## src/rtl/sha_nonce_scheduler.sv

```systemverilog
// Nonce-sweep sequencer for the multi-nonce SHA-256 engine: launches one engine
// run per batch, scans the per-lane h0 results against a target, stops on hit/exhaustion/abort.
module sha_nonce_scheduler #(
  parameter int unsigned NUM_NONCES = 16,
  parameter int unsigned IDX_W      = 4
) (
  input  logic              clk,
  input  logic              reset,
  input  logic              cfg_start,
  input  logic              cfg_abort,
  input  logic [31:0]       cfg_nonce_start,
  input  logic [15:0]       cfg_num_batches,
  input  logic [31:0]       cfg_target,
  output logic              eng_start,
  output logic [31:0]       eng_nonce_base,
  input  logic              eng_done,
  output logic [IDX_W-1:0]  res_idx,
  input  logic [31:0]       res_h0,
  output logic              busy,
  output logic              done,
  output logic              hit,
  output logic              aborted,
  output logic [31:0]       hit_nonce,
  output logic [31:0]       hit_h0,
  output logic [15:0]       batches_done
);

  localparam int unsigned NONCE_W = 32;
  localparam int unsigned BATCH_W = 16;
  localparam logic [IDX_W-1:0]   LAST_IDX   = IDX_W'(NUM_NONCES - 1);
  localparam logic [NONCE_W-1:0] BATCH_STEP = NONCE_W'(NUM_NONCES);

  typedef enum logic [2:0] {
    S_IDLE,
    S_LAUNCH,
    S_WAIT,
    S_SCAN,
    S_FINISH
  } state_t;

  state_t               state, state_d;
  logic [NONCE_W-1:0]   target_q, target_d;
  logic [BATCH_W-1:0]   num_batches_q, num_batches_d;
  logic                 abort_pending, abort_pending_d;

  logic                 eng_start_d;
  logic [NONCE_W-1:0]   eng_nonce_base_d;
  logic [IDX_W-1:0]     res_idx_d;
  logic                 busy_d;
  logic                 done_d;
  logic                 hit_d;
  logic                 aborted_d;
  logic [NONCE_W-1:0]   hit_nonce_d;
  logic [NONCE_W-1:0]   hit_h0_d;
  logic [BATCH_W-1:0]   batches_done_d;

  logic                 abort_now;
  logic                 lane_hit;
  logic [BATCH_W-1:0]   batches_inc;

  // State and all registered outputs.
  always_ff @(posedge clk) begin
    if (reset) begin
      state          <= S_IDLE;
      target_q       <= '0;
      num_batches_q  <= '0;
      abort_pending  <= 1'b0;
      eng_start      <= 1'b0;
      eng_nonce_base <= '0;
      res_idx        <= '0;
      busy           <= 1'b0;
      done           <= 1'b0;
      hit            <= 1'b0;
      aborted        <= 1'b0;
      hit_nonce      <= '0;
      hit_h0         <= '0;
      batches_done   <= '0;
    end else begin
      state          <= state_d;
      target_q       <= target_d;
      num_batches_q  <= num_batches_d;
      abort_pending  <= abort_pending_d;
      eng_start      <= eng_start_d;
      eng_nonce_base <= eng_nonce_base_d;
      res_idx        <= res_idx_d;
      busy           <= busy_d;
      done           <= done_d;
      hit            <= hit_d;
      aborted        <= aborted_d;
      hit_nonce      <= hit_nonce_d;
      hit_h0         <= hit_h0_d;
      batches_done   <= batches_done_d;
    end
  end

  assign abort_now   = abort_pending | cfg_abort;
  assign lane_hit    = (res_h0 < target_q);
  assign batches_inc = batches_done + BATCH_W'(1);

  // Next-state and next-output logic.
  always_comb begin
    state_d          = state;
    target_d         = target_q;
    num_batches_d    = num_batches_q;
    abort_pending_d  = abort_pending;
    eng_nonce_base_d = eng_nonce_base;
    res_idx_d        = res_idx;
    hit_d            = hit;
    aborted_d        = aborted;
    hit_nonce_d      = hit_nonce;
    hit_h0_d         = hit_h0;
    batches_done_d   = batches_done;

    unique case (state)
      S_IDLE: begin
        if (cfg_start) begin
          target_d         = cfg_target;
          num_batches_d    = cfg_num_batches;
          abort_pending_d  = 1'b0;
          eng_nonce_base_d = cfg_nonce_start;
          hit_d            = 1'b0;
          aborted_d        = 1'b0;
          hit_nonce_d      = '0;
          hit_h0_d         = '0;
          batches_done_d   = '0;
          state_d          = (cfg_num_batches == '0) ? S_FINISH : S_LAUNCH;
        end
      end

      S_LAUNCH: begin
        if (cfg_abort) abort_pending_d = 1'b1;
        state_d = S_WAIT;
      end

      S_WAIT: begin
        if (cfg_abort) abort_pending_d = 1'b1;
        if (eng_done) begin
          res_idx_d = '0;
          if (abort_now) begin
            aborted_d = 1'b1;
            state_d   = S_FINISH;
          end else begin
            state_d = S_SCAN;
          end
        end
      end

      S_SCAN: begin
        if (cfg_abort) abort_pending_d = 1'b1;
        if (lane_hit) begin
          // A hit outranks any abort raised in the same batch.
          hit_d       = 1'b1;
          hit_nonce_d = eng_nonce_base + NONCE_W'(res_idx);
          hit_h0_d    = res_h0;
          state_d     = S_FINISH;
        end else if (res_idx != LAST_IDX) begin
          res_idx_d = res_idx + IDX_W'(1);
        end else begin
          batches_done_d   = batches_inc;
          eng_nonce_base_d = eng_nonce_base + BATCH_STEP;
          if (batches_inc == num_batches_q) begin
            state_d = S_FINISH;
          end else if (abort_now) begin
            aborted_d = 1'b1;
            state_d   = S_FINISH;
          end else begin
            state_d = S_LAUNCH;
          end
        end
      end

      S_FINISH: begin
        // Zero-batch sweeps arrive with done low and linger one cycle to emit it.
        state_d = done ? S_IDLE : S_FINISH;
      end

      default: state_d = S_IDLE;
    endcase

    eng_start_d = (state_d == S_LAUNCH);
    busy_d      = (state_d != S_IDLE);
    done_d      = (state_d == S_FINISH) && (state != S_IDLE);
  end

endmodule

```

## config.mk

```make
export PLATFORM = sky130hd
export DESIGN_NAME = sha_nonce_scheduler
export DESIGN_NICKNAME = d
export VERILOG_FILES = /design/src/rtl/sha_nonce_scheduler.sv
export SDC_FILE = /design/constraint.sdc
export NUM_CORES = 1
export LEC_CHECK = 0
export CAP_MARGIN = 0
export CORE_MARGIN = 1
export CORE_UTILIZATION = 50
export CTS_BUF_LIST = sky130_fd_sc_hd__clkbuf_8 sky130_fd_sc_hd__clkbuf_16
export DETAILED_ROUTE_END_ITERATION = 7
export GPL_TIMING_DRIVEN = 1
export HOLD_SLACK_MARGIN = 0.02
export PLACE_DENSITY = 0.82
export SLEW_MARGIN = 20
export SYNTH_ARGS = -nofsm -noshare
export SYNTH_HDL_FRONTEND = slang
export SYNTH_SLANG_ARGS = --single-unit
```

## constraint.sdc

```tcl
create_clock -name clk -period 3.8 [get_ports clk]
set_input_delay 0.76 -clock clk [delete_from_list [all_inputs] [get_ports clk]]
set_output_delay 0.76 -clock clk [all_outputs]
set_load 0.02 [all_outputs]
```

# After elaboration in Yosys (flattened, before gate mapping)

Cells that the tools add are included.

Register bits after elaboration: 173
Output and inout port bits: 121
Input port bits: 117
Word-level logic and storage cells: 90

Add/subtract/negate cells: 4
Magnitude comparators: 1
Bitwise logic cells: 1
Reductions and logical operators: 16
Equality and inequality tests: 16
Mux-type cells: 38

Operators by type and width:

| cell                                                | count |
|---|---|
| two-way mux 32 bit                                  | 6 |
| case mux 32 bit (2 select lines)                    | 3 |
| two-way mux 16 bit                                  | 3 |
| adder 32 x 4 -> 32 bit                              | 1 |
| adder 32 x 5 -> 32 bit, second input constant       | 1 |
| less-than comparator 32 bit                         | 1 |
| case mux 16 bit (2 select lines)                    | 1 |
| two-way mux 3 bit                                   | 9 |
| adder 16 x 1 -> 16 bit, second input constant       | 1 |
| equality test 16 bit                                | 1 |
| logical NOT 16 bit                                  | 1 |
| case mux 3 bit (5 select lines)                     | 1 |
| != test 2 bit, second input constant                | 7 |
| two-way mux 4 bit                                   | 3 |
| nonzero test 3 bit                                  | 3 |
| two-way mux 1 bit                                   | 8 |
| case mux 4 bit (2 select lines)                     | 1 |
| AND reduction 4 bit                                 | 2 |
| equality test 3 x 1 -> 1 bit, second input constant | 2 |
| equality test 3 x 2 -> 1 bit, second input constant | 2 |
| equality test 3 bit, second input constant          | 2 |
| AND reduction 3 bit                                 | 2 |
| AND reduction 6 bit                                 | 1 |
| nonzero test 2 bit                                  | 3 |
| 10 further kinds                                    | 11 |

# Depth between registers and ports, before layout

Word-level depth: 8
Depth in mapped cells: 12
Mapped depth without buffers: 10

# Least setup slack after synthesis

Ideal clock, no wire load.

Path type: input to register
From: input port res_h0[13]
To: register hit_nonce[30]
Library setup time: 131 ps
Required time: 3,669 ps
Stages on the path: 11
Path buffers: 2
Arrival time: 2,775 ps
Setup slack: 894 ps
Cell sequence: ha_1 > a211oi_1 > nor2_1 > or3_1 > a211oi_2 > o211a_1 > buf_4 > nand2_1 > clkbuf_1 > nand3_1 > a21oi_2

Word-level cells in the longest chain between the ends: 3

RTL lines:

| item                                 | RTL line | text |
|---|---|---|
| start: declaration                   | 18       | `input logic [31:0] res_h0,` |
| less-than comparator 32 bit          | 97       | `assign lane_hit = (res_h0 < target_q);` |
| != test 2 bit (no source line)       | --       |  |
| AND reduction 3 bit (no source line) | --       |  |
| end signal: assignment               | 90       | `hit_nonce <= hit_nonce_d;` |
| end: declaration                     | 23       | `output logic [31:0] hit_nonce,` |

Every way passes these cells.
A chain may end at the register's enable or synchronous reset.

# Worst setup path in the final report

From: input port res_h0[13]
To: register hit_h0[4]

Word-level cells in the longest chain between the ends: 3

RTL lines:

| item                                 | RTL line | text |
|---|---|---|
| less-than comparator 32 bit          | 97       |  |
| != test 2 bit (no source line)       | --       |  |
| AND reduction 3 bit (no source line) | --       |  |
| end signal: assignment               | 91       | `hit_h0 <= hit_h0_d;` |
| end: declaration                     | 24       | `output logic [31:0] hit_h0,` |

Every way passes these cells.

==> results.txt <==
The worst-path maximum fanout is 34. TritonCTS built the clock tree. The transition time of the tightest slew-check pin came out at 0.953 ns. The total number of placement rows came out at 49. The achievable frequency came out at about 300 MHz.

Across all layers, the routed design uses 9,596 vias. The summed instance area of the synthesized netlist came out at 0.00912 sq mm. The number of gates resized after CTS came out at 0. The number of port buffers is approximately 240. At the end of routability-driven placement, the weighted congestion stood at between 0.9 and 1. The buffers plus inverters on the worst setup path came out at 3.

The count of antenna-violating nets left after detailed routing is 0. The register bit count reported by yosys is 173. For this design, the CTS-stage hold fixing added 0 buffers. Buffers added to address setup during post-CTS repair amount to 0. For this run, the leading register cell type out of synthesis is sky130_fd_sc_hd__dfxtp_1. The path with the worst hold slack has its endpoint at target_q[2]$_SDFFE_PP0P_. The number of global-route vias before repair came out at about 8,900. The run finished with clean final reports.

The hold violation total from the final report was 0. The tightest min-delay check is of the flip-flop to flip-flop type. The detailed-placement wirelength estimate came out at 20,200 microns. The startpoint identified for the worst register-to-register timing path is batches_done[0]$_SDFFE_PP0P_. The number of failing setup endpoints in the final timing report came out at 0.

The post-route worst hold slack came out at 0.454 ns. Entering global routing, the biggest net connects 90 pins. The most common cell in the synthesized netlist is sky130_fd_sc_hd__nand2_1. The total chip power came out at 0.00483 W.

The setup check on the worst reg-to-reg path leaves a slack of about 0.89 ns. The minimum setup slack after placement is 0.136 ns. Traced cell by cell, the critical path runs through clkdlybuf4s50_1 > ha_1 > a211oi_1 > nor2_1 > or3_1 > a211oi_2 > o211a_1 > buf_4 > nand2_2 > buf_4 > nand3_1 > a21oi_1.

The critical path arrival is around 3.5 ns. The root buffer cell chosen for the clock tree is sky130_fd_sc_hd__clkbuf_16. Once the floorplan was initialized, standard cells occupied 50.9% of the core. The final critical path time including I/O delays and setup came out at 3.25 ns. The area of the die came out at 0.0188 sq mm.

The mean number of vias per cell is 5.87. The final setup slack of the worst path came out at approximately 0.55 ns. Dividing the detail-routed wire length by the instance count gives between 15 and 20 microns. In the final layout, the share of cells above drive strength 1 is 5.55%. The area growth from synthesis to layout came out at 34.1%. The mean instance size in the synthesized netlist is 7.63 sq um. The slowest stage of the critical path is the sky130_fd_sc_hd__clkdlybuf4s50_1 cell. The number of H-tree branching levels is 4.

In this run the power density over the cells is 395 mW/mm^2. The number of warnings reported in the yosys synthesis log is 0. The longest individual stage delay on the worst path came out at 0.43 ns. The analysis attributes to cell leakage a power of 4.23 nW. The accumulated negative setup slack is 0 ns. The net count after synthesis came out at 1,351. CTS saw 173 sinks. The worst register-to-register path ends at done$_SDFF_PP0_. The number of clock buffers added by TritonCTS is 17. IR analysis of the VDD net gives a maximum drop of 0.425 mV. The die outline width is around 140 microns. The critical path start-end classification is primary input to flip-flop. The data required time of the worst path came out at between 4 and 5 ns. The core box area came out at 0.0179 sq mm. The area fraction of the dominant cell type after synthesis is a little under two fifths.

Yosys attributes the largest share of cell area to sky130_fd_sc_hd__dfxtp_1 38%, sky130_fd_sc_hd__a21oi_1 9.9%, sky130_fd_sc_hd__nand2_1 9.5%, sky130_fd_sc_hd__ha_1 5.2%, sky130_fd_sc_hd__nand3_1 5.1%. The worst-case clock skew is 0.00946 ns. The clock-pin slew of the registers on the worst-case setup and hold paths came out at 0.07 ns. Among cell families on the critical path, the largest total delay comes from compound AO/OA/AOI/OAI gates.

The number of max-cap violations came out at 0. The number of antenna violations at the first check in global routing came out at 1. The number of pins with negative max-slew slack in the final report is 0. The worst slew margin relative to its limit came out at 36.4%. The first global-routing pass estimated 44,500 microns of wire. Setup repair after global routing left no endpoint under its margin. Including well taps, the total number of placed cells is 1,603. The total overflow reported by the global router is 0. The number of standard cells after synthesis is about 1,200. The cell that appears most often on the critical path is sky130_fd_sc_hd__buf_4.

At the later pin of the worst-skew pair, clock insertion delay measures 0.44 ns. The share of synthesized area occupied by flip-flops and latches is 38.0%. The buffer depth of the longest clock path came out at 2. In this run, synthesis inferred 0 flip-flops with an integrated enable. The non-filler instance count after layout is 1,636. The logic depth of the worst register-to-register path came out at 8.

The boundary pin count came out at between 200 and 250. The remaining design rule violation count came out at 0. The number of nets in the layout is 1,549.

The global-route total usage across every layer came out at 30.5%. The cell accounting for the most synthesized area is sky130_fd_sc_hd__dfxtp_1. The worst hold path begins at target_q[2]$_SDFFE_PP0P_. The first routing iteration left 925 violations.

The worst setup path is captured at a flip-flop. The worst setup path is launched from a primary input. In this run the vertical extent of the chip is 137 microns.

For this run, asynchronously set or reset flops after synthesis account for 0%. In the synthesized netlist, the cells that appear most often are 230 x sky130_fd_sc_hd__nand2_1, 180 x sky130_fd_sc_hd__a21oi_1, 173 x sky130_fd_sc_hd__dfxtp_1. The routed design has roughly 29,000 microns of wire. After synthesis, the netlist uses 68 different library cells. The share of the cycle needed by the critical path after routing is 85.5%. For this run, the detailed router's first-pass iteration total came to 6. The cell depth of the worst min-delay path is 2.
-- power breakdown --
group	total (W)	leakage [nW]	switching (W)	internal [W]
clock	0.00180	0.292	0.000750	0.00105
sequential	0.00204	1.41	0.000122	0.00192
combinational	0.000988	2.53	0.000553	0.000436
total	0.00483	4.23	0.00143	0.00340
-- routing by layer --
metal  GRT usage, %  up-vias  share of wire, %
met5              0        -                 0
met4           15.9        0               4.0
met3           6.11       78               8.5
met2           47.7      475                45
met1           39.6     4470                42
li1               -     4573                 -
-- worst register-to-register path, cell delays in order (launching register included) --
cell and delay, ns:
sky130_fd_sc_hd__dfxtp_1 0.54, sky130_fd_sc_hd__ha_1 0.40, sky130_fd_sc_hd__nand3_1 0.30, sky130_fd_sc_hd__nor3_2 0.38, sky130_fd_sc_hd__o2111ai_1 0.19, sky130_fd_sc_hd__a311oi_1 0.24, sky130_fd_sc_hd__nand4_1 0.24, sky130_fd_sc_hd__a41o_1 0.35
sky130_fd_sc_hd__nor4_2 0.20
-- cell type report --
type                    count  area, sq um
inverters                  47          176
well taps                 229          287
clock inverters            14          168
repair buffers            258         2560
multi-input cells         896         5130
diodes                      1         2.50
fillers                  1475         5680
flip-flops and latches    173         3460
clock buffers              18          439
-- registers in the layout (all words and copies together), names as in the netlist --
name / cells
hit: 1
hit_h0: 32
done: 1
num_batches_q: 16
hit_nonce: 32
batches_done: 16
busy: 1
eng_nonce_base: 32
state: 3
aborted: 1
abort_pending: 1
res_idx: 4
eng_start: 1
target_q: 32
-- worst max path at each step --
stage / from / endpoint / slack (ns) / cells past startpoint
floorplan: res_h0[13] / hit_nonce[30]$_SDFFE_PP0P_ / 0.89 / 11
global placement: res_h0[13] / hit_h0[8]$_SDFFE_PP0P_ / 0.19 / 12
detailed placement: res_h0[13] / hit_h0[6]$_SDFFE_PP0P_ / 0.14 / 12
CTS: res_h0[13] / hit_h0[6]$_SDFFE_PP0P_ / 0.59 / 12
global route: res_h0[31] / batches_done[2]$_SDFFE_PP0P_ / 0.43 / 10
finish: res_h0[13] / hit_h0[4]$_SDFFE_PP0P_ / 0.55 / 12
-- cells in the final DEF (no fill, tap or decap), types with 5 or more instances in the layout --
cell,synthesis,routed
sky130_fd_sc_hd__a211oi_1,7,7
sky130_fd_sc_hd__nor4_1,7,7
sky130_fd_sc_hd__o22ai_1,6,6
sky130_fd_sc_hd__nand2b_1,7,7
sky130_fd_sc_hd__mux2i_1,9,9
sky130_fd_sc_hd__o32ai_1,9,9
sky130_fd_sc_hd__inv_1,46,46
sky130_fd_sc_hd__a21o_1,9,9
sky130_fd_sc_hd__nand2_1,230,228
sky130_fd_sc_hd__or3_1,9,8
sky130_fd_sc_hd__buf_4,13,19
sky130_fd_sc_hd__nand3_1,93,93
sky130_fd_sc_hd__and3_1,13,13
sky130_fd_sc_hd__xnor2_1,41,41
sky130_fd_sc_hd__nor2_1,47,46
sky130_fd_sc_hd__a21oi_1,180,180
sky130_fd_sc_hd__o21ai_0,26,26
sky130_fd_sc_hd__nor3_1,44,43
sky130_fd_sc_hd__clkbuf_16,0,17
sky130_fd_sc_hd__nand3b_1,7,7
sky130_fd_sc_hd__nor2b_1,5,5
sky130_fd_sc_hd__dfxtp_1,173,173
sky130_fd_sc_hd__xor2_1,11,11
sky130_fd_sc_hd__clkdlybuf4s50_1,0,236
sky130_fd_sc_hd__o21ai_1,9,9
sky130_fd_sc_hd__a31oi_1,6,6
sky130_fd_sc_hd__o31ai_1,6,6
sky130_fd_sc_hd__nand4_1,20,20
sky130_fd_sc_hd__ha_1,38,38
-- logic make-up (layout without fill, tap and decap cells) --
group	after synthesis	count (layout)	synth area share [%]
simple gates	503	503	25.9
compound gates	293	293	18.7
flops	173	173	38.0
buf+inv	126	337	6.05
xor+xnor	52	52	4.99
fa+ha+maj	39	39	5.43
mux	9	9	0.988
other cells	0	1	0
-- per-stage QoR --
stage	cell area (sq um)	util (%)
final	12200	68.3
after global routing	12200	68.3
after CTS	12200	68.3
after detailed placement	11600	64.9
after global placement	11600	64.9
after floorplan	9120	-
No activity file was read; power rests on OpenSTA's default activity.
